`config.mk`:
```
export PLATFORM = sky130hd
export DESIGN_NAME = icebus_poll_master_flat
export DESIGN_NICKNAME = d
export VERILOG_FILES = /design/src/rtl/icebus_poll_master_if.sv /design/src/rtl/icebus_poll_master.sv /design/src/flat_wrapper.sv
export SDC_FILE = /design/constraint.sdc
export NUM_CORES = 1
export LEC_CHECK = 0
export CORE_ASPECT_RATIO = 1.1
export CORE_UTILIZATION = 55
export CTS_CLUSTER_SIZE = 16
export DETAILED_ROUTE_END_ITERATION = 12
export PLACE_DENSITY = 0.81
export SLEW_MARGIN = 20
export SYNTH_ARGS = -nofsm -noshare
export SYNTH_HDL_FRONTEND = slang
export SYNTH_SLANG_ARGS = --single-unit
```
`constraint.sdc`:
```
create_clock -name clk -period 49.9 [get_ports clk]
set_clock_uncertainty 0.15 [all_clocks]
set_input_delay 9.98 -clock clk [delete_from_list [all_inputs] [get_ports clk]]
set_output_delay 9.98 -clock clk [all_outputs]
set_load 0.05 [all_outputs]
```
`src/rtl/icebus_poll_master_if.sv`:
```
// Byte-level bus between the poll master and the line transceiver.
//   tx_data/tx_valid/tx_ready : request byte stream, valid/ready handshake
//   rx_data/rx_valid          : received bytes, one-cycle pulse per byte
// master modport is the poll master's view; slave is the transceiver's view.
interface icebus_poll_master_if;
  logic [7:0] tx_data;
  logic       tx_valid;
  logic       tx_ready;
  logic [7:0] rx_data;
  logic       rx_valid;

  modport master (output tx_data, output tx_valid, input tx_ready,
                  input rx_data, input rx_valid);
  modport slave  (input tx_data, input tx_valid, output tx_ready,
                  output rx_data, output rx_valid);
endinterface

```
`src/rtl/icebus_poll_master.sv`:
```
// Round-robin status poller for an ICEBUS segment.
// Every poll_interval cycles the next enabled node is sent a 7-byte request
// (magic 1C E1 CE BB, id, CRC-16); the reply is hunted by magic 1C EB 00 DA,
// followed by PAYLOAD_BYTES payload bytes and a 2-byte CRC. Failed attempts
// are retried up to MAX_RETRIES times.
// Ports:
//   clk, reset        : clock, asynchronous active-high reset
//   node_enable       : poll mask, one bit per node
//   node_id           : node n id at [8n+7:8n]
//   poll_interval     : cycles between poll starts (0 behaves as 1)
//   timeout_cycles    : response window per attempt (0 behaves as 1)
//   bus               : tx byte stream out, rx byte stream in
//   status_valid/node/payload : one-cycle success report, payload held
//   err_valid/node/code       : one-cycle failure report (1 timeout, 2 CRC, 3 id)
//   node_alive        : last known health per node
//   busy              : high whenever a poll is in progress
module icebus_poll_master #(
  parameter  int NUM_NODES     = 8,
  parameter  int PAYLOAD_BYTES = 22,
  parameter  int MAX_RETRIES   = 2,
  localparam int NW            = (NUM_NODES > 1) ? $clog2(NUM_NODES) : 1
) (
  input  logic                       clk,
  input  logic                       reset,
  input  logic [NUM_NODES-1:0]       node_enable,
  input  logic [8*NUM_NODES-1:0]     node_id,
  input  logic [31:0]                poll_interval,
  input  logic [31:0]                timeout_cycles,
  icebus_poll_master_if.master       bus,
  output logic                       status_valid,
  output logic [NW-1:0]              status_node,
  output logic [8*PAYLOAD_BYTES-1:0] status_payload,
  output logic                       err_valid,
  output logic [NW-1:0]              err_node,
  output logic [1:0]                 err_code,
  output logic [NUM_NODES-1:0]       node_alive,
  output logic                       busy
);

  typedef enum logic [2:0] {IDLE, SEND_REQ, HUNT, RECV, CHECK, NEXT} state_t;

  localparam logic [31:0] RESP_MAGIC = 32'h1CEB_00DA;
  localparam logic [3:0]  MAXR       = 4'(MAX_RETRIES);
  localparam logic [6:0]  PB         = 7'(PAYLOAD_BYTES);

  state_t                     state_q, state_d;
  logic [31:0]                ivl_q, ivl_d;
  logic [31:0]                tmo_q, tmo_d;
  logic [NW-1:0]              last_q, last_d;
  logic [NW-1:0]              cur_q, cur_d;
  logic [7:0]                 id_q, id_d;
  logic [6:0]                 cnt_q, cnt_d;
  logic [3:0]                 att_q, att_d;
  logic [31:0]                win_q, win_d;
  logic [15:0]                crc_q, crc_d;
  logic [15:0]                rxcrc_q, rxcrc_d;
  logic [8*PAYLOAD_BYTES-1:0] buf_q, buf_d;
  logic                       stat_v_q, stat_v_d;
  logic [NW-1:0]              stat_node_q, stat_node_d;
  logic [8*PAYLOAD_BYTES-1:0] stat_pay_q, stat_pay_d;
  logic                       err_v_q, err_v_d;
  logic [NW-1:0]              err_node_q, err_node_d;
  logic [1:0]                 err_code_q, err_code_d;
  logic [NUM_NODES-1:0]       alive_q, alive_d;

  logic                       sel_any;
  logic [NW-1:0]              sel_idx;
  int unsigned                k;
  logic [15:0]                req_crc;
  logic [7:0]                 tx_byte;
  logic                       fail;
  logic [1:0]                 fail_code;
  logic [31:0]                pi_eff, tc_eff;

  function automatic logic [15:0] crc16_upd(input logic [15:0] crc, input logic [7:0] data);
    logic [15:0] c;
    c = crc ^ {data, 8'h00};
    for (int unsigned b = 0; b < 8; b++) begin
      c = c[15] ? ((c << 1) ^ 16'h1021) : (c << 1);
    end
    return c;
  endfunction

  // Round-robin pick: scanning offsets from farthest to nearest lets the
  // nearest enabled node after last_q win; offset NUM_NODES is last_q itself,
  // so a lone enabled node is re-polled.
  always_comb begin
    sel_any = |node_enable;
    sel_idx = last_q;
    k       = '0;
    for (int unsigned i = NUM_NODES; i >= 1; i--) begin
      k = (32'(last_q) + i) % NUM_NODES;
      if (node_enable[k]) sel_idx = NW'(k);
    end
  end

  always_comb begin
    req_crc = crc16_upd(16'hFFFF, id_q);
    case (cnt_q)
      7'd0:    tx_byte = 8'h1C;
      7'd1:    tx_byte = 8'hE1;
      7'd2:    tx_byte = 8'hCE;
      7'd3:    tx_byte = 8'hBB;
      7'd4:    tx_byte = id_q;
      7'd5:    tx_byte = req_crc[15:8];
      default: tx_byte = req_crc[7:0];
    endcase
  end

  assign pi_eff = (poll_interval == '0) ? 32'd1 : poll_interval;
  assign tc_eff = (timeout_cycles == '0) ? 32'd1 : timeout_cycles;

  always_comb begin
    state_d     = state_q;
    // Interval counter free-runs down to 0 in every state, so the reload at
    // poll start measures start-to-start spacing (loaded with interval-1).
    ivl_d       = (ivl_q != '0) ? ivl_q - 32'd1 : '0;
    tmo_d       = tmo_q;
    last_d      = last_q;
    cur_d       = cur_q;
    id_d        = id_q;
    cnt_d       = cnt_q;
    att_d       = att_q;
    win_d       = win_q;
    crc_d       = crc_q;
    rxcrc_d     = rxcrc_q;
    buf_d       = buf_q;
    stat_v_d    = 1'b0;
    stat_node_d = stat_node_q;
    stat_pay_d  = stat_pay_q;
    err_v_d     = 1'b0;
    err_node_d  = err_node_q;
    err_code_d  = err_code_q;
    alive_d     = alive_q;
    fail        = 1'b0;
    fail_code   = 2'd0;

    case (state_q)
      IDLE: begin
        if (ivl_q == '0 && sel_any) begin
          state_d = SEND_REQ;
          ivl_d   = pi_eff - 32'd1;
          cur_d   = sel_idx;
          last_d  = sel_idx;
          id_d    = node_id[8*sel_idx +: 8];
          cnt_d   = '0;
          att_d   = 4'd1;
        end
      end
      SEND_REQ: begin
        if (bus.tx_ready) begin
          if (cnt_q == 7'd6) begin
            state_d = HUNT;
            tmo_d   = tc_eff;
            win_d   = '0;
          end else begin
            cnt_d = cnt_q + 7'd1;
          end
        end
      end
      HUNT: begin
        tmo_d = tmo_q - 32'd1;
        if (tmo_q <= 32'd1) begin
          fail      = 1'b1;
          fail_code = 2'd1;
        end else if (bus.rx_valid) begin
          win_d = {win_q[23:0], bus.rx_data};
          if (win_d == RESP_MAGIC) begin
            state_d = RECV;
            cnt_d   = '0;
            crc_d   = 16'hFFFF;
          end
        end
      end
      RECV: begin
        tmo_d = tmo_q - 32'd1;
        if (tmo_q <= 32'd1) begin
          fail      = 1'b1;
          fail_code = 2'd1;
        end else if (bus.rx_valid) begin
          cnt_d = cnt_q + 7'd1;
          if (cnt_q < PB) begin
            buf_d = {buf_q[8*PAYLOAD_BYTES-9:0], bus.rx_data};
            crc_d = crc16_upd(crc_q, bus.rx_data);
          end else begin
            rxcrc_d = {rxcrc_q[7:0], bus.rx_data};
            if (cnt_q == PB + 7'd1) state_d = CHECK;
          end
        end
      end
      CHECK: begin
        if (crc_q != rxcrc_q) begin
          fail      = 1'b1;
          fail_code = 2'd2;
        end else if (buf_q[8*PAYLOAD_BYTES-1 -: 8] != id_q) begin
          fail      = 1'b1;
          fail_code = 2'd3;
        end else begin
          stat_v_d       = 1'b1;
          stat_node_d    = cur_q;
          stat_pay_d     = buf_q;
          alive_d[cur_q] = 1'b1;
          state_d        = NEXT;
        end
      end
      NEXT:    state_d = IDLE;
      default: state_d = IDLE;
    endcase

    // Shared failure path for timeout, CRC and id errors.
    if (fail) begin
      err_v_d    = 1'b1;
      err_node_d = cur_q;
      err_code_d = fail_code;
      if (att_q <= MAXR && node_enable[cur_q]) begin
        state_d = SEND_REQ;
        cnt_d   = '0;
        att_d   = att_q + 4'd1;
      end else begin
        alive_d[cur_q] = 1'b0;
        state_d        = NEXT;
      end
    end
  end

  always_ff @(posedge clk or posedge reset) begin
    if (reset) begin
      state_q     <= IDLE;
      ivl_q       <= '0;
      tmo_q       <= '0;
      last_q      <= NW'(NUM_NODES - 1);
      cur_q       <= '0;
      id_q        <= '0;
      cnt_q       <= '0;
      att_q       <= '0;
      win_q       <= '0;
      crc_q       <= '0;
      rxcrc_q     <= '0;
      buf_q       <= '0;
      stat_v_q    <= 1'b0;
      stat_node_q <= '0;
      stat_pay_q  <= '0;
      err_v_q     <= 1'b0;
      err_node_q  <= '0;
      err_code_q  <= '0;
      alive_q     <= '0;
    end else begin
      state_q     <= state_d;
      ivl_q       <= ivl_d;
      tmo_q       <= tmo_d;
      last_q      <= last_d;
      cur_q       <= cur_d;
      id_q        <= id_d;
      cnt_q       <= cnt_d;
      att_q       <= att_d;
      win_q       <= win_d;
      crc_q       <= crc_d;
      rxcrc_q     <= rxcrc_d;
      buf_q       <= buf_d;
      stat_v_q    <= stat_v_d;
      stat_node_q <= stat_node_d;
      stat_pay_q  <= stat_pay_d;
      err_v_q     <= err_v_d;
      err_node_q  <= err_node_d;
      err_code_q  <= err_code_d;
      alive_q     <= alive_d;
    end
  end

  assign bus.tx_valid   = (state_q == SEND_REQ);
  assign bus.tx_data    = tx_byte;
  assign busy           = (state_q != IDLE);
  assign status_valid   = stat_v_q;
  assign status_node    = stat_node_q;
  assign status_payload = stat_pay_q;
  assign err_valid      = err_v_q;
  assign err_node       = err_node_q;
  assign err_code       = err_code_q;
  assign node_alive     = alive_q;

endmodule

```
`src/flat_wrapper.sv`:
```
// flat-port wrapper written by rule: the top's interface ports become plain ports
module icebus_poll_master_flat 
#(
  parameter  int NUM_NODES     = 8,
  parameter  int PAYLOAD_BYTES = 22,
  parameter  int MAX_RETRIES   = 2,
  localparam int NW            = (NUM_NODES > 1) ? $clog2(NUM_NODES) : 1
)
  (clk, reset, node_enable, node_id, poll_interval, timeout_cycles, status_valid, status_node, status_payload, err_valid, err_node, err_code, node_alive, busy, bus_tx_data, bus_tx_valid, bus_tx_ready, bus_rx_data, bus_rx_valid);
  icebus_poll_master_if bus_i ();
  input  logic clk;
  input  logic reset;
  input  logic [NUM_NODES-1:0] node_enable;
  input  logic [8*NUM_NODES-1:0] node_id;
  input  logic [31:0] poll_interval;
  input  logic [31:0] timeout_cycles;
  output logic status_valid;
  output logic [NW-1:0] status_node;
  output logic [8*PAYLOAD_BYTES-1:0] status_payload;
  output logic err_valid;
  output logic [NW-1:0] err_node;
  output logic [1:0] err_code;
  output logic [NUM_NODES-1:0] node_alive;
  output logic busy;
  output wire logic [$bits(bus_i.tx_data)-1:0] bus_tx_data;
  output wire logic [$bits(bus_i.tx_valid)-1:0] bus_tx_valid;
  input wire logic [$bits(bus_i.tx_ready)-1:0] bus_tx_ready;
  input wire logic [$bits(bus_i.rx_data)-1:0] bus_rx_data;
  input wire logic [$bits(bus_i.rx_valid)-1:0] bus_rx_valid;
  assign bus_tx_data = bus_i.tx_data;
  assign bus_tx_valid = bus_i.tx_valid;
  assign bus_i.tx_ready = bus_tx_ready;
  assign bus_i.rx_data = bus_rx_data;
  assign bus_i.rx_valid = bus_rx_valid;
  icebus_poll_master #(.NUM_NODES(NUM_NODES), .PAYLOAD_BYTES(PAYLOAD_BYTES), .MAX_RETRIES(MAX_RETRIES)) u_core (.clk(clk), .reset(reset), .node_enable(node_enable), .node_id(node_id), .poll_interval(poll_interval), .timeout_cycles(timeout_cycles), .bus(bus_i), .status_valid(status_valid), .status_node(status_node), .status_payload(status_payload), .err_valid(err_valid), .err_node(err_node), .err_code(err_code), .node_alive(node_alive), .busy(busy));
endmodule
```
---- Word-level counts from Yosys, hierarchy flattened ----
Cells that the tools add are included.
storage, ports and cells
  logic and storage cells ................. 240
  register bits ........................... 518
  output and inout bits ................... 204
  bits of input ports ..................... 148
cells by class
  add/subtract/negate cells ............... 13
  magnitude comparators ................... 13
  eq/ne operators ......................... 34
  mux-type cells .......................... 112
  bitwise operators ....................... 25
  shifts and indexed selects .............. 1
  reductions and logical operators ........ 23
operators by type and width
  kind                                                                               count
  32-bit two-way mux                                                                 7
  13-bit two-way mux                                                                 16
  32-bit logical NOT                                                                 3
  16-bit two-way mux                                                                 6
  24-bit two-way mux                                                                 4
  32-bit by 1-bit subtractor with 32-bit output, second input constant               3
  7-bit two-way mux                                                                  10
  3-bit two-way mux                                                                  22
  32-bit one-hot mux with 2 select lines                                             1
  64-bit by 7-bit variable part select with 8-bit output                             1
  3-bit inverter                                                                     16
  24-bit one-hot mux with 2 select lines                                             1
  8-bit one-hot mux with 6 select lines                                              1
  8-bit two-way mux                                                                  5
  3-bit by 4-bit < comparator with 1-bit output, second input constant               9
  32-bit by 29-bit == test with 1-bit output, second input constant                  1
  32-bit by 1-bit less-or-equal comparator with 1-bit output, second input constant  1
  16-bit one-hot mux with 2 select lines                                             1
  32-bit nonzero test                                                                1
  7-bit one-hot mux with 4 select lines                                              1
  1-bit binary-select mux with 3-bit select                                          9
  7-bit by 3-bit == test with 1-bit output, second input constant                    3
  3-bit by 2-bit inequality test with 1-bit output, second input constant            7
  1-bit two-way mux                                                                  18
  other kinds (44)                                                                   74

---- Depth between registers and ports, before layout ----
Gate-level depths: netlist of run 1.
  depth after elaboration ................. 21
  gate-level depth with buffers ........... 14
  mapped depth without buffers ............ 12

---- Least setup slack after synthesis of run 1 ----
No wires, ideal clock.
  path kind ............................... register to output
  start point ............................. reg u_core.cnt_q[1]
  end point ............................... out bus_tx_data[2]
  cell stages (with the launch flop) ...... 9
  arrival time ............................ 2510 ps
  data required time ...................... 39770 ps
  buffers on the path ..................... 1
  path slack .............................. 37260 ps
  cells stage by stage .................... dfrtp_1 > ha_1 > clkbuf_1 > nor2_1 > nor2_1 > nor3_1 > nand2b_1 > a21oi_1 > o21ai_0
on the way
  longest elaborated chain between the ends .. 2
ends and longest elaborated chain
  element                                                           RTL line                   source
  from (decl)                                                       icebus_poll_master.sv:52   logic [6:0] cnt_q, cnt_d;
  from (signal assigned)                                            icebus_poll_master.sv:254  cnt_q <= cnt_d;
  7-bit by 3-bit == test with 1-bit output (tied with other cells)  icebus_poll_master.sv:99   case (cnt_q)
  8-bit one-hot mux with 6 select lines *                           icebus_poll_master.sv:99
  to (decl)                                                         flat_wrapper.sv:25         output wire logic [$bits(bus_i.tx_data)-1:0] bus_tx_data;
Mark *: on every way between the ends. The rest lies on a longest branch, timed or not.

---- Worst setup path after layout of run 1 ----
  start point ............................. reg u_core.cnt_q[3]
  end point ............................... out bus_tx_data[7]
Same word-level chain as after synthesis.

==> results.json, run 1 <==
{
  "hold_depth": 2,
  "r2r_slack_ps": 45460,
  "p_sw_mw": 0.4259,
  "setup_viol": 0,
  "critPathMaxFanout": 10,
  "grt_pass1_vias": 18787,
  "max_slew.worst_pin.slew_ps": 1122,
  "ys_types": 79,
  "gr-usage-all-layers_pct": 28.07,
  "p_leak_nw": 13.86,
  "tritoncts": "done",
  "synth_edf_count": 0,
  "yosys_warnings": 0,
  "clkLatencyLatePin_ps": 610,
  "swShare_pct": 33.63,
  "core_area_sq_um": 42700,
  "synth_cells": 2396,
  "nets": 2846,
  "rows": 79,
  "grt_max_degree": 184,
  "p_int_mw": 0.8406,
  "wl_mm": 62.28,
  "power_density_nw_per_um2": 42.88,
  "fin_total_pwr_mw": 1.267,
  "grt_pass1_wl_mm": 100.1,
  "cap_violations": 0,
  "vias": 18951,
  "whs_endpoint": "u_core.status_payload[3]",
  "finalHoldViolations": 0,
  "status": "complete, no violations",
  "post_cts_buffers": 0,
  "die_h_microns": 221.1,
  "ys_seq_elements": 518,
  "yosysTopAreaCell": "dfrtp_1",
  "postCtsResizedCells": 0,
  "setup_tns_ps": 0,
  "synth_area_sq_um": 23990,
  "fin_crit_ps": 13650,
  "vdd_ir_drop_max_uv": 60.54,
  "htree_levels": 2,
  "synth_area_leaders": "dfrtp_1 (54%), nand2_1 (11%), mux2_2 (9.2%), o21ai_0 (3.0%), xnor2_1 (2.6%)",
  "drc": 0,
  "cts_buffers": 50,
  "critPathCaptureType": "output pin",
  "num_io_pins": 352,
  "drive_above_1_share_pct": 12.40,
  "synth.net_count": 2556,
  "start_util_pct": 56.19,
  "fin_crit_sh_pct": 27.35,
  "cts_buffer_depth": 3,
  "required_ps": 39770,
  "drt_iter0_drc": 1547,
  "firstDrtPassIters": 5,
  "criticalPathCategory": "reg2out",
  "clkTransAtPathRegs_ps": 60,
  "cts_root_buf": "clkbuf_16",
  "syn_avg_cell_area_sq_um": 10.01,
  "antenna_found_initial": 1,
  "slew_headroom_pct": 25.19,
  "arrival_ps": 3520,
  "hold_class": "reg2reg",
  "r2r-start": "u_core.last_q[0]",
  "hpwl_mm": 43.44,
  "final_max_slew_viol_count": 0,
  "yosys-top-cells-count": "nand2_1 (685), dfrtp_1 (515), mux2_2 (197), o21ai_0 (146), nor2_1 (116)",
  "synth-seq-area-share_pct": 54.04,
  "clock-sinks": 518,
  "pwr-share-clk_pct": 30.1,
  "rr_worst_depth": 10,
  "grt_overflow": 0,
  "gp_congestion": 0.8841,
  "startpoint": "u_core.cnt_q[3]",
  "area_growth_pct": 23.11,
  "hold_buffers": 0,
  "die_area_sq_um": 44460,
  "seqPwrFrac_pct": 42.7,
  "diodes": 0,
  "final_antenna_net_count": 0,
  "r2r_end": "u_core.id_q[0]",
  "rsz0062_at_grt": "no",
  "postSynth.asyncResetShare_pct": 100.0,
  "power_frac_comb_pct": 27.2,
  "fillers": 3128,
  "yosysTopAreaCellShare_pct": 53.71,
  "hold_start": "u_core.status_payload[3]",
  "vias_per_cell": 5.755,
  "synth_flop_cell": "dfrtp_1",
  "yosys.cell_count.top_type": "nand2_1",
  "wl_per_cell_microns": 18.91,
  "fp.dieW_microns": 201.1,
  "start_kind": "flip-flop",
  "fmax_mhz": 73.28,
  "io_buffers": 351
}
==> worst max path at each step <==
| stage | end | cells past startpoint |
|---|---|---|
| after floorplan | u_core.att_q[0] | 1 |
| after global placement | u_core.status_payload[58] | 5 |
| after detailed placement | u_core.buf_q[74] | 5 |
| after CTS | bus_tx_data[7] | 5 |
| after global routing | u_core.status_payload[57] | 5 |
| final | bus_tx_data[7] | 5 |
==> layout make-up <==
type	instances	area (sq um)	share of cell area, %
Sequential cell	518	12970	43.90
Multi-Input combinational cell	1722	10410	35.25
Timing Repair Buffer	369	3661	12.39
Clock buffer	78	1559	5.278
Tap cell	567	709.4	2.402
Clock inverter	14	122.6	0.4151
Inverter	25	106.4	0.3601
==> through the flow <==
step	hold WS, ps	setup slack (ps)	instances	utilization, %	area [sq um]
detailed placement	311.3	35820	3201	65.23	27860
floorplan	292.5	25310	2396	-	23990
finish	322.4	36250	3293	69.17	29540
global placement	305.1	35880	3201	65.21	27850
global route	337.8	35950	3293	69.17	29540
CTS	326.6	36270	3293	69.17	29540
==> power groups by stage <==
stage | combinational [mW] | clock, mW | sequential [mW]
finish | 0.344 | 0.381 | 0.541
global route | 0.378 | 0.403 | 0.549
CTS | 0.344 | 0.386 | 0.540
detailed placement | 0.341 | 0 | 0.546
global placement | 0.329 | 0 | 0.541
floorplan | 0.249 | 0 | 0.536
==> registers in the layout, summed over array words and instances, names as in the netlist, 2 cells and up <==
signal                 count
u_core.cnt_q               7
u_core.buf_q             176
u_core.win_q              24
u_core.cur_q               3
u_core.state_q             3
u_core.node_alive          8
u_core.err_code            2
u_core.rxcrc_q            16
u_core.tmo_q              32
u_core.id_q                8
u_core.status_node         3
u_core.last_q              3
u_core.att_q               4
u_core.status_payload    176
u_core.crc_q              16
u_core.err_node            3
u_core.ivl_q              32
==> per-layer routing <==
metal  track usage, %  share of wire [%]  vias to the layer above
met5                0              0.021                        -
met1            37.48                 41                     9376
met3            4.595                6.1                      134
met2            46.76                 49                      688
li1                 -                  -                     8751
met4            9.382                3.2                        2
==> logic make-up after synthesis <==
group	Yosys count	synth area share [%]
multiplexers	252	12.11
AO/OA/AOI/OAI	331	8.302
XOR/XNOR	113	4.203
flip-flops	518	54.04
buffers and inverters	156	2.675
adder cells (fa/ha/maj)	12	0.6258
AND/OR/NAND/NOR	1014	18.04
==> cells in the final DEF, fill, tap and decap left out, drive strengths merged, types with 34 or more instances in the layout <==
master,Yosys,routed
a21oi,68,68
clkbuf,101,78
mux2,197,197
xnor2,72,72
mux2i,46,46
nor3,51,51
clkdlybuf4s50,0,351
o21ai,153,153
nand2,685,685
nor4,34,34
nor2,116,116
xor2,41,41
dfrtp,515,515
==> worst max-delay path, cell delays in order, from the launching register on <==
cell and delay (ps):
dfrtp_1 450, nor4_2 770, nand2b_1 330, a211oi_1 300
a221o_1 230, clkdlybuf4s50_1 830
Power figures use the tool's default switching activity.
==> run 2: changes to the inputs <==
--- a/config.mk
+++ b/config.mk
@@ -6,10 +6,10 @@
 export NUM_CORES = 1
 export LEC_CHECK = 0
 export CORE_ASPECT_RATIO = 1.1
-export CORE_UTILIZATION = 55
+export CORE_UTILIZATION = 50
 export CTS_CLUSTER_SIZE = 16
 export DETAILED_ROUTE_END_ITERATION = 12
-export PLACE_DENSITY = 0.81
+export PLACE_DENSITY = 0.77
 export SLEW_MARGIN = 20
 export SYNTH_ARGS = -nofsm -noshare
 export SYNTH_HDL_FRONTEND = slang
==> constraint.sdc (replaced) <==
create_clock -name clk -period 11.6 [get_ports clk]
set_clock_uncertainty 0.15 [all_clocks]
set_input_delay 2.32 -clock clk [delete_from_list [all_inputs] [get_ports clk]]
set_output_delay 2.32 -clock clk [all_outputs]
set_load 0.05 [all_outputs]
==> run 2 against run 1 <==
  * Register-to-register slack worse by 38000 ps
  * Wire length is 0.66% higher
  * Highest routed layer unchanged
  * Final area is 1.1% higher
  * Cell count is 2.4% higher
  * Core utilization is 5.7 points lower
  * Combinational power grew to 4.3 times the previous value
  * Worst hold slack worse by 1.6 ps
  * Critical path type unchanged
  * Sequential power grew to 4.3 times the previous value
==> results.json, run 2 (synthesized netlist as in run 1, its figures left out) <==
{
  "critPathMaxFanout": 10,
  "start_util_pct": 51.00,
  "grt_max_degree": 191,
  "die_area_sq_um": 48870,
  "regArea_sq_um": 12970,
  "num_io_pins": 352,
  "nets": 2850,
  "slew_headroom_pct": 27.56,
  "start_kind": "flip-flop",
  "fillers": 3759,
  "postCtsResizedCells": 0,
  "fin_util_pct": 63.47,
  "final_cell_count_no_fill": 3371,
  "clkTransAtPathRegs_ps": 60,
  "drc": 0,
  "fin_crit_ps": 6175,
  "criticalPathCategory": "reg2out",
  "fmax_mhz": 161.9,
  "vias_per_cell": 5.578,
  "grt_pass1_vias": 18379,
  "clock-sinks": 518,
  "drt_iter0_drc": 1656,
  "grt_overflow": 0,
  "final_common_cell": "nand2_1",
  "htree_levels": 2,
  "setup_viol": 0,
  "drive_above_1_share_pct": 12.56,
  "power_density_nw_per_um2": 188.2,
  "vdd_ir_drop_max_uv": 229.8,
  "vias": 18805,
  "antenna_found_initial": 5,
  "fp.dieW_microns": 210.9,
  "hpwl_mm": 44.05,
  "wl_per_cell_microns": 18.60,
  "worst_slack_ps": 5425,
  "cts_root_buf": "clkbuf_16",
  "place.detailed.instances": 3273,
  "firstDrtPassIters": 6,
  "area_growth_pct": 24.45,
  "clkLatencyLatePin_ps": 600,
  "required_ps": 9130,
  "multi_input_area_sq_um": 10410,
  "final_max_slew_viol_count": 0,
  "grt_pass1_wl_mm": 99.65,
  "tritoncts": "done",
  "core_area_sq_um": 47040,
  "finalHoldViolations": 0,
  "cap_violations": 0,
  "p_leak_nw": 13.96,
  "fin_crit_sh_pct": 53.24,
  "worst_hold_slack_ps": 320.8,
  "cts_buffer_depth": 3,
  "post_cts_buffers": 0,
  "final_cell_mix": "nand2_1 (685), dfrtp_1 (515), clkdlybuf4s50_1 (351)",
  "wl_mm": 62.69,
  "status": "complete, no violations",
  "arrival_ps": 3710,
  "final_antenna_net_count": 0,
  "place_area_sq_um": 27960,
  "gp_congestion": 0.9034,
  "rows": 83,
  "io_buffers": 351,
  "rsz0062_at_grt": "no",
  "cts_buffers": 51,
  "setup_tns_ps": 0,
  "critPathCaptureType": "output pin",
  "dpl_worst_slack_ps": 5675,
  "die_h_microns": 231.8,
  "hold_class": "reg2reg",
  "fin_total_pwr_mw": 5.619,
  "max_slew.worst_pin.slew_ps": 1087,
  "hold_buffers": 0,
  "stdcell_area_sq_um": 29860,
  "gr-usage-all-layers_pct": 25.72
}
run 2: changes by cell type in the layout (fill, tap and decap cells not counted), moves of 2 or more:
| cell | delta |
|---|---|
| diode_2 | +3 |
| clkinv_2 | -2 |
| clkinvlp_4 | +3 |
| inv_6 | +2 |
| buf_6 | +2 |
| bufinv_16 | +10 |
| clkbuf_8 | -8 |
run 2: worst max-delay path, stage by stage (launching register included):
cell and delay [ps]:
dfrtp_1 470, nor4_2 830, nand2b_1 360, a211oi_1 370
a221o_1 250, clkdlybuf4s50_1 840
run 2: final timing paths:
| path | startpoint | end | slack, ps | cells past startpoint |
|---|---|---|---|---|
| max | u_core.cnt_q[3] | bus_tx_data[7] | 5420 | 5 |
| min | u_core.status_payload[30] | u_core.status_payload[30] | 320 | 2 |
| max reg2reg | u_core.last_q[0] | u_core.id_q[4] | 7160 | 10 |
| min reg2reg | u_core.status_payload[30] | u_core.status_payload[30] | 320 | 2 |
| max in group asynchronous | reset | u_core.status_payload[55] | 7580 | 4 |
| min in group asynchronous | reset | u_core.status_payload[115] | 2160 | 3 |
run 2: cell type report:
type | instances | area share (%)
inverter | 25 | 0.3436
sequential | 518 | 43.43
clock inverter | 26 | 1.458
multi-input combinational | 1722 | 34.85
antenna | 3 | 0.02514
timing repair buffer | 372 | 12.47
clock buffer | 68 | 4.756
tap | 637 | 2.669
run 2: routing by layer:
| metal | GRT usage [%] | up-vias | share of wire, % |
|---|---|---|---|
| li1 | - | 8753 | - |
| met1 | 33.69 | 9386 | 41 |
| met2 | 43.37 | 546 | 50 |
| met3 | 4.409 | 116 | 5.3 |
| met4 | 8.514 | 4 | 3.0 |
| met5 | 0 | - | 0.054 |
run 2: power breakdown:
| group | switching (mW) | internal [mW] |
|---|---|---|
| Combinational | 0.872 | 0.608 |
| Clock | 0.712 | 1.11 |
| Sequential | 0.255 | 2.06 |
